### config.mk
export PLATFORM = sky130hd
export DESIGN_NAME = lynx_ram_loader_arb
export DESIGN_NICKNAME = d
export VERILOG_FILES = /design/src/rtl/lynx_pkg.sv /design/src/rtl/lynx_skid2.sv /design/src/rtl/lynx_ram_loader_arb.sv
export SDC_FILE = /design/constraint.sdc
export NUM_CORES = 1
export LEC_CHECK = 0
export CAP_MARGIN = 20
export CORE_MARGIN = 3
export CORE_UTILIZATION = 35
export CTS_CLUSTER_DIAMETER = 80
export DETAILED_ROUTE_END_ITERATION = 16
export PLACE_DENSITY_LB_ADDON = 0.3
export SLEW_MARGIN = 20
export SYNTH_ARGS = -nofsm -noshare
export SYNTH_HDL_FRONTEND = slang
export SYNTH_SLANG_ARGS = --single-unit
### constraint.sdc
create_clock -name clock -period 3.5 [get_ports clock]
set_input_delay 0.35 -clock clock [delete_from_list [all_inputs] [get_ports clock]]
set_output_delay 0.35 -clock clock [all_outputs]
set_load 0.02 [all_outputs]
### src/rtl/lynx_pkg.sv
// rtl/lynx_pkg.sv - shared types, constants and address fold for the Lynx RAM loader arbiter
package lynx_pkg;

  typedef enum logic [1:0] {IDLE, LOAD, DRAIN, JUMP} state_e;

  localparam logic [15:0] LOW_LIMIT_DEF = 16'h6000;
  localparam int          AW_DEF        = 14;

  // 48K mode keeps A14 as the bank bit and skips A13.
  function automatic logic [13:0] fold_addr(input logic [15:0] a, input logic mode48);
    return mode48 ? {a[14], a[12:0]} : a[13:0];
  endfunction

endpackage

### src/rtl/lynx_skid2.sv
// rtl/lynx_skid2.sv - two-entry FIFO holding {addr, data} loader pairs
module lynx_skid2 (
  input  logic        clock,
  input  logic        reset,
  input  logic        push_i,
  input  logic [23:0] push_data_i,
  input  logic        pop_i,
  output logic [23:0] head_o,
  output logic        full_o,
  output logic        empty_o
);

  logic [23:0] mem_q [2];
  logic        wr_ptr_q, rd_ptr_q;
  logic [1:0]  cnt_q, cnt_d;
  logic        push_ok, pop_ok;

  assign full_o  = (cnt_q == 2'd2);
  assign empty_o = (cnt_q == 2'd0);
  assign push_ok = push_i && !full_o;
  assign pop_ok  = pop_i && !empty_o;
  assign head_o  = mem_q[rd_ptr_q];

  always_comb begin
    cnt_d = cnt_q + {1'b0, push_ok} - {1'b0, pop_ok};
  end

  always_ff @(posedge clock) begin
    if (reset) begin
      wr_ptr_q <= 1'b0;
      rd_ptr_q <= 1'b0;
      cnt_q    <= 2'd0;
    end else begin
      if (push_ok) begin
        mem_q[wr_ptr_q] <= push_data_i;
        wr_ptr_q        <= ~wr_ptr_q;
      end
      if (pop_ok) rd_ptr_q <= ~rd_ptr_q;
      cnt_q <= cnt_d;
    end
  end

endmodule

### src/rtl/lynx_ram_loader_arb.sv
// rtl/lynx_ram_loader_arb.sv - shares main RAM between the Z80 and the cassette/ioctl loader
module lynx_ram_loader_arb import lynx_pkg::*; #(
  parameter int          AW        = AW_DEF,
  parameter logic [15:0] LOW_LIMIT = LOW_LIMIT_DEF,
  parameter int          JUMP_HOLD = 4
) (
  input  logic          clock,
  input  logic          reset,
  input  logic          cep,
  input  logic          mode48,
  input  logic [15:0]   cpu_a,
  input  logic          cpu_ramsel,
  input  logic          cpu_we,
  input  logic [7:0]    cpu_di,
  output logic [7:0]    cpu_do,
  output logic          cpu_hold,
  input  logic          ld_valid,
  input  logic [15:0]   ld_addr,
  input  logic [7:0]    ld_data,
  output logic          ld_ready,
  input  logic          ld_done,
  input  logic [15:0]   ld_entry,
  output logic [AW-1:0] ram_a,
  output logic          ram_we,
  output logic [7:0]    ram_di,
  input  logic [7:0]    ram_do,
  output logic [15:0]   dir,
  output logic          dirset,
  output logic [7:0]    drop_cnt,
  output logic          busy
);

  state_e      state_q;
  logic        cpu_hold_q, dirset_q, rd_pend_q;
  logic [15:0] dir_q;
  logic [7:0]  drop_cnt_q, cpu_do_q, jcnt_q;
  logic [23:0] head;
  logic        full, empty;
  logic        cpu_slot, accept, drop, push, pop;
  logic [13:0] ram_a_fold;

  assign cpu_slot = cep && !cpu_hold_q && cpu_ramsel;
  assign ld_ready = ((state_q == IDLE) || (state_q == LOAD)) && !full;
  assign accept   = ld_valid && ld_ready;
  assign drop     = accept && (ld_addr < LOW_LIMIT);
  assign push     = accept && !drop;
  assign pop      = !reset && !cpu_slot && !empty;

  lynx_skid2 u_skid (
    .clock       (clock),
    .reset       (reset),
    .push_i      (push),
    .push_data_i ({ld_addr, ld_data}),
    .pop_i       (pop),
    .head_o      (head),
    .full_o      (full),
    .empty_o     (empty)
  );

  // Any slot the CPU does not claim is a loader slot.
  assign ram_a_fold = cpu_slot ? fold_addr(cpu_a, mode48) : fold_addr(head[23:8], mode48);
  assign ram_a      = AW'(ram_a_fold);
  assign ram_we     = !reset && (cpu_slot ? cpu_we : !empty);
  assign ram_di     = cpu_slot ? cpu_di : head[7:0];

  assign cpu_do   = cpu_do_q;
  assign cpu_hold = cpu_hold_q;
  assign dirset   = dirset_q;
  assign dir      = dir_q;
  assign drop_cnt = drop_cnt_q;
  assign busy     = (state_q != IDLE);

  always_ff @(posedge clock) begin
    if (reset) begin
      rd_pend_q  <= 1'b0;
      cpu_do_q   <= 8'h00;
      drop_cnt_q <= 8'h00;
    end else begin
      rd_pend_q <= cpu_slot && !cpu_we;
      if (rd_pend_q) cpu_do_q <= ram_do;
      if (drop && drop_cnt_q != 8'hFF) drop_cnt_q <= drop_cnt_q + 8'd1;
    end
  end

  always_ff @(posedge clock) begin
    if (reset) begin
      state_q    <= IDLE;
      cpu_hold_q <= 1'b0;
      dirset_q   <= 1'b0;
      dir_q      <= 16'h0000;
      jcnt_q     <= 8'd0;
    end else begin
      case (state_q)
        IDLE: begin
          if (ld_done) begin
            dir_q <= ld_entry;
            if (accept || !empty) begin
              state_q    <= DRAIN;
              cpu_hold_q <= 1'b1;
            end else begin
              state_q  <= JUMP;
              dirset_q <= 1'b1;
              jcnt_q   <= 8'd0;
            end
          end else if (accept) begin
            state_q    <= LOAD;
            cpu_hold_q <= 1'b1;
          end
        end
        LOAD: begin
          if (ld_done) begin
            state_q <= DRAIN;
            dir_q   <= ld_entry;
          end
        end
        DRAIN: begin
          if (empty) begin
            state_q    <= JUMP;
            cpu_hold_q <= 1'b0;
            dirset_q   <= 1'b1;
            jcnt_q     <= 8'd0;
          end
        end
        JUMP: begin
          if (cep) begin
            if (jcnt_q == 8'(JUMP_HOLD - 1)) begin
              state_q  <= IDLE;
              dirset_q <= 1'b0;
            end else begin
              jcnt_q <= jcnt_q + 8'd1;
            end
          end
        end
        default: state_q <= IDLE;
      endcase
    end
  end

endmodule
[Yosys cells after proc, flatten, opt, wreduce, memory -nomap -nowiden]
Memories as Yosys holds them, arrays and structs flattened. A register that Yosys moved wholly into a read port is not among the register bits.
Index checks and enable logic that the tools add are counted.
Word-level totals
  latch bits: 0
  ROM bits: 0
  RAM bits: 48
  memories: 1
  input bits: 80
  word-level logic and storage cells: 102
  register bits after elaboration: 49
Cells by class
  mux-type cells: 35
  bitwise logic cells: 2
  divide/modulo/power cells: 0
  shift operators: 0
  order comparisons: 1
  multipliers: 0
  equal/unequal tests: 15
  reduce and logical (&&, ||, !) cells: 33
  add/sub/neg operators: 4
Memories
  u_skid.mem_q: depth 2, width 24, rd ports 1, clocked after memory_dff 1, wr ports 1, line lynx_skid2.sv:13  | logic [23:0] mem_q [2];
Operators with widths (number)
  2-to-1 mux 8 bit: 6
  2-to-1 mux 14 bit: 3
  one-hot mux 8 bit (3 select lines): 1
  adder 8 x 1 -> 8 bit (second input constant): 2
  less-than comparator 16 x 15 -> 1 bit (second input constant): 1
  2-to-1 mux 1 bit: 16
  logical AND 1 bit: 13
  2-to-1 mux 2 bit: 6
  != test 2 bit (second input constant): 6
  AND reduction 6 bit: 2
  equality test 8 x 2 -> 1 bit (second input constant): 1
  != test 8 bit (second input constant): 1
  one-hot mux 2 bit (4 select lines): 1
  zero test 1 bit: 7
  equality test 2 bit (second input constant): 3
  AND reduction 5 bit: 1
  zero test 2 bit: 2
  AND reduction 4 bit: 1
  nonzero test 2 bit: 2
  != test 3 x 2 -> 1 bit (second input constant): 1
  != test 3 bit (second input constant): 1
  one-hot mux 1 bit (3 select lines): 1
  nonzero test 3 bit: 1
  adder 2 x 1 -> 2 bit: 1
  other kinds (8): 10

[Logic depth before layout (Yosys ltp)]
  depth after elaboration: 11
  gate-level depth with buffers: 9

[Modules after synthesis]
A second synthesis with hierarchy kept.
Unflattened totals
  cells, all modules: 376
  area total of the unflattened synthesis: 4411.7 um^2
Modules (own cells, without submodules)
  lynx_ram_loader_arb: sequential area each 900.9 um^2, instances 1, area an instance 2419.8 um^2, cells an instance 276
  lynx_skid2: sequential area each 1541.5 um^2, instances 1, area an instance 1991.9 um^2, cells an instance 100

[Worst setup path after synthesis]
No wires, ideal clock.
  path type: input to register
  start: input ld_valid
  end: memory u_skid.mem_q[0][0], enable pin
  path slack: 0.424 ns
  buffers on the path: 1
  stages: 4
  arrival: 2.644 ns
  cell sequence: clkbuf_1 -> inv_1 -> a2111o_1 -> nor3_1
On the way
  cells in the longest elaborated chain, start to end: 8
RTL lines
  from (decl): line lynx_ram_loader_arb.sv:17  | input logic ld_valid,
  logical AND 1 bit (*): line lynx_ram_loader_arb.sv:44  | assign accept = ld_valid && ld_ready;
  logical AND 1 bit: line lynx_ram_loader_arb.sv:45  | assign drop = accept && (ld_addr < LOW_LIMIT);
  zero test 1 bit: line lynx_ram_loader_arb.sv:46  | assign push = accept && !drop;
  logical AND 1 bit (*): line lynx_ram_loader_arb.sv:46
  logical AND 1 bit (*): line lynx_skid2.sv:20  | assign push_ok = push_i && !full_o;
  2-to-1 mux 1 bit (*): line lynx_skid2.sv:34  | if (push_ok) begin
  2-to-1 mux 1 bit (*): line lynx_skid2.sv:29  | if (reset) begin
  2-to-1 mux 1 bit (not written as such) (*): line lynx_skid2.sv:35  | mem_q[wr_ptr_q] <= push_data_i;
  to (decl): line lynx_skid2.sv:13
Mark *: on every way between the ends. The rest lies on a longest branch, timed or not.

[Worst setup path after layout]
  start: input cep
  end: output ram_a[13]
On the way
  cells in the longest elaborated chain, start to end: 3
RTL lines
  from (decl): line lynx_ram_loader_arb.sv:9  | input logic cep,
  logical AND 1 bit (2 in a row): line lynx_ram_loader_arb.sv:42  | assign cpu_slot = cep && !cpu_hold_q && cpu_ramsel;
  2-to-1 mux 14 bit: line lynx_ram_loader_arb.sv:61  | assign ram_a_fold = cpu_slot ? fold_addr(cpu_a, mode48) : fold_addr(head[23:8], mode48);
  to (decl): line lynx_ram_loader_arb.sv:23  | output logic [AW-1:0] ram_a,
No other way between the ends.

==> results.sh <==
export IMPL_numPortBuffers=137
export IMPL_route_met3_wl_um=607
export IMPL_wl_per_cell_um=14.6
export IMPL_min_period_ps=2740
export IMPL_ys_ff_latch=96
export IMPL_internal_power_mw=2.40
export IMPL_clock_fmax_mhz=365
export IMPL_die_h_um=115
export IMPL_fill_cells=1069
export IMPL_root_buffer="clkbuf_16"
export IMPL_hold_viol=0
export IMPL_gp_congestion=0.821
export IMPL_routed_wirelength_um=9850
export IMPL_clock_latency_ps=330
export IMPL_antenna_left=0
export IMPL_path_clk_slew_ps=70
export IMPL_nets=615
export IMPL_power_switching_mw=1.17
export IMPL_synth_area_per_cell_um2=10.6
export IMPL_critPathSlowestCell="clkdlybuf4s50_1"
export IMPL_grt_pass1_vias=3276
export IMPL_max_slew_margin_pct=53.5
export IMPL_dp_hpwl_um=7080
export IMPL_tightest_slew_ps=698
export IMPL_yosysTopAreaCell="edfxtp_1"
export IMPL_synth_top_cell_area_share_pct=32.9
export IMPL_met1_length_um=4420
export IMPL_avgViaCountPerCell=5.03
export IMPL_grt_use_total_pct=14.3
export IMPL_yosysWarnings=0
export IMPL_ys_async_sr_fraction_pct=0
export IMPL_whs_path_depth=2
export IMPL_overflow=0
export IMPL_critPathMaxFanout=39
export IMPL_clock_path_buffers=2
export IMPL_irDropWorstVdd_mv=0.316
export IMPL_grt_pass1_wl_um=15300
export IMPL_ios=139
export IMPL_vias=3388
export IMPL_tns_ps=0
export IMPL_holdWs_ps=454
export IMPL_top_layer="met4"
export IMPL_pwr_density_cell_nw_per_um2=598
export IMPL_min_path_type="reg -> reg"
export IMPL_leakage_nw=2.11
export IMPL_clkPwrFrac_pct=24.6
export IMPL_drt_iter0_drc=101
export IMPL_cp_common_cell="clkdlybuf4s50_1"
export IMPL_dieWidth_um=115
export IMPL_drc=0
export IMPL_critPathRequiredTime_ps=3150
export IMPL_seq_power_share_pct=39.3
export IMPL_synth_cell_area_um2=4190
export IMPL_drv_slew=0
export IMPL_critPathArrivalTime_ps=2390
export IMPL_ys_types=49
export IMPL_fin_total_pwr_mw=3.57
export IMPL_synth_edf_count=46
export IMPL_core_area_um2=11600
export IMPL_clock_sinks=96
export IMPL_grt_setup_unrepaired="no"
export IMPL_netlist_instances=395
export IMPL_hold_buffers=0
export IMPL_path_class="in -> out"
export IMPL_cp_end_kind="output pin"
export IMPL_synthToLayoutAreaGrowth_pct=42.4
export IMPL_clock_skew_ps=5.69
export IMPL_firstDrtPassIters=5
export IMPL_drive_above_1_share_pct=5.46
export IMPL_cts_max_level=3
export IMPL_dieArea_um2=13300
export IMPL_comb_power_share_pct=36.2
export IMPL_setup_viol=0
export IMPL_cp_cell_sequence="clkdlybuf4s50_1 > nand3b_1 > buf_12 > o21ai_0 > clkdlybuf4s50_1"
export IMPL_ys_seq_area_share_pct=56.8
export IMPL_cts_buffers=9
export IMPL_synth_top_cells_by_area="edfxtp_1 (33%), dfxtp_1 (24%), mux2i_1 (7.9%)"
export IMPL_antenna_found_initial=0
export IMPL_ys_flop_type="dfxtp_1"
export IMPL_wl_met2_um=4690
export IMPL_fin_util_pct=51.6
export IMPL_switching_share_pct=32.8
export IMPL_layout_cells_non_filler=674
export IMPL_max_stage_delay_ps=630
export IMPL_finalCritPeriodShare_pct=78.2
export IMPL_cap_violations=0
export IMPL_path_depth=5
export IMPL_diodes=0
export IMPL_crit_family="buffers and inverters"
export IMPL_status="complete, no violations"
export IMPL_critPathBufInv=3
export IMPL_synth_nets=484
export IMPL_startpoint_type="input pin"
export IMPL_r2r_cells=6
export IMPL_start_util_pct=36.3
export IMPL_cts_tree="done"
export IMPL_post_cts_buffers=0
export IMPL_dp_cells=658
export IMPL_ctsResizeCount=0
export IMPL_grt_max_degree=40
export IMPL_rows=39
==> sequential cells by signal, indices dropped and copies added, names as in the netlist, named ones only <==
signal,count
u_skid.mem_q,46
dir,16
cpu_do,8
drop_cnt,8
jcnt_q,8
state_q,2
u_skid.cnt_q,2
cpu_hold,1
dirset,1
rd_pend_q,1
u_skid.rd_ptr_q,1
u_skid.wr_ptr_q,1
==> power groups by stage <==
stage          Combinational [mW]  Clock (mW)  Sequential, mW
2_1_floorplan               0.760           0            1.45
3_3_place_gp                 1.27           0            1.42
3_5_place_dp                 1.29           0            1.43
4_1_cts                      1.30       0.898            1.40
5_1_grt                      1.41       0.949            1.42
6_report                     1.29       0.878            1.40
==> kinds of logic (layout without fill, tap and decap cells) <==
kind of cell	count (synthesis)	in the layout	share of synthesized area, %
AOI/OAI and AO/OA	90	90	12.9
DFF	96	96	56.8
buffers and inverters	39	175	3.85
and+or+nand+nor	121	121	14.0
xor gates and xnor gates	4	4	0.836
muxes	36	36	8.95
adders and majority gates	9	9	2.69
==> worst min-delay path, delay by kind of cell (launching register included) <==
family,cells,cell delay [ps]
flip-flops,1,310
AND/OR/NAND/NOR,1,50
AO/OA/AOI/OAI,1,50
==> worst paths after layout <==
kind / start / endpoint / slack, ps
setup / recovery: cep / ram_a[13] / 760
setup reg to reg: state_q[1] / drop_cnt[7] / 1020
hold / removal: dir[1] / dir[1] / 450
hold reg to reg: dir[1] / dir[1] / 450
==> synth_stat cells, types with 2 or more instances <==
| library cell | instances |
|---|---|
| a2111o_1 | 3 |
| a211oi_1 | 2 |
| edfxtp_1 | 46 |
| nor2b_1 | 4 |
| a21oi_1 | 54 |
| buf_6 | 2 |
| nor2_1 | 39 |
| o21ai_1 | 2 |
| or3b_2 | 2 |
| nor3_1 | 2 |
| nand3_1 | 5 |
| mux2i_1 | 33 |
| and3_1 | 5 |
| clkbuf_1 | 14 |
| buf_1 | 7 |
| ha_1 | 9 |
| xnor2_1 | 2 |
| dfxtp_1 | 50 |
| o211ai_1 | 2 |
| or3_1 | 2 |
| xor2_1 | 2 |
| or4_1 | 8 |
| o31ai_1 | 6 |
| inv_1 | 15 |
| nand3b_1 | 2 |
| o21a_1 | 3 |
| mux2_2 | 2 |
| o32ai_1 | 3 |
| nand4_1 | 3 |
| nand2_1 | 40 |
| a311oi_1 | 2 |
| o21ai_0 | 7 |
==> cell usage in the layout (no fill, tap or decap), drive strengths merged, types with 3 or more instances in the layout <==
| cell | instances |
|---|---|
| a2111o | 3 |
| a21oi | 54 |
| and3 | 5 |
| buf | 7 |
| clkbuf | 11 |
| clkdlybuf4s50 | 136 |
| clkinv | 5 |
| dfxtp | 50 |
| edfxtp | 46 |
| ha | 9 |
| inv | 15 |
| mux2i | 33 |
| nand2 | 40 |
| nand3 | 5 |
| nand4 | 3 |
| nor2 | 39 |
| nor2b | 4 |
| o21a | 3 |
| o21ai | 9 |
| o31ai | 6 |
| o32ai | 3 |
| or4 | 8 |
==> final cells by class <==
cell class | count | area [um^2] | area share (%)
well taps | 143 | 179 | 3.00
clock inverters | 5 | 33.8 | 0.566
inverters | 16 | 60.1 | 1.01
clock buffers | 11 | 233 | 3.90
flip-flops and latches | 96 | 2380 | 39.9
repair buffers | 143 | 1420 | 23.9
multi-input cells | 260 | 1660 | 27.8
==> per-layer routing <==
layer	vias to the layer above	track usage, %
met5	-	0
met3	12	2.87
met2	104	23.1
met1	1584	19.1
met4	0	5.24
li1	1688	-
==> through the flow <==
| step | area, um^2 | setup slack (ps) |
|---|---|---|
| 2_1_floorplan | 4190 | 424 |
| 3_3_place_gp | 5700 | 757 |
| 3_5_place_dp | 5700 | 720 |
| 4_1_cts | 5970 | 724 |
| 5_1_grt | 5970 | 676 |
| 6_report | 5970 | 763 |
(Power assumes the default switching activity.)
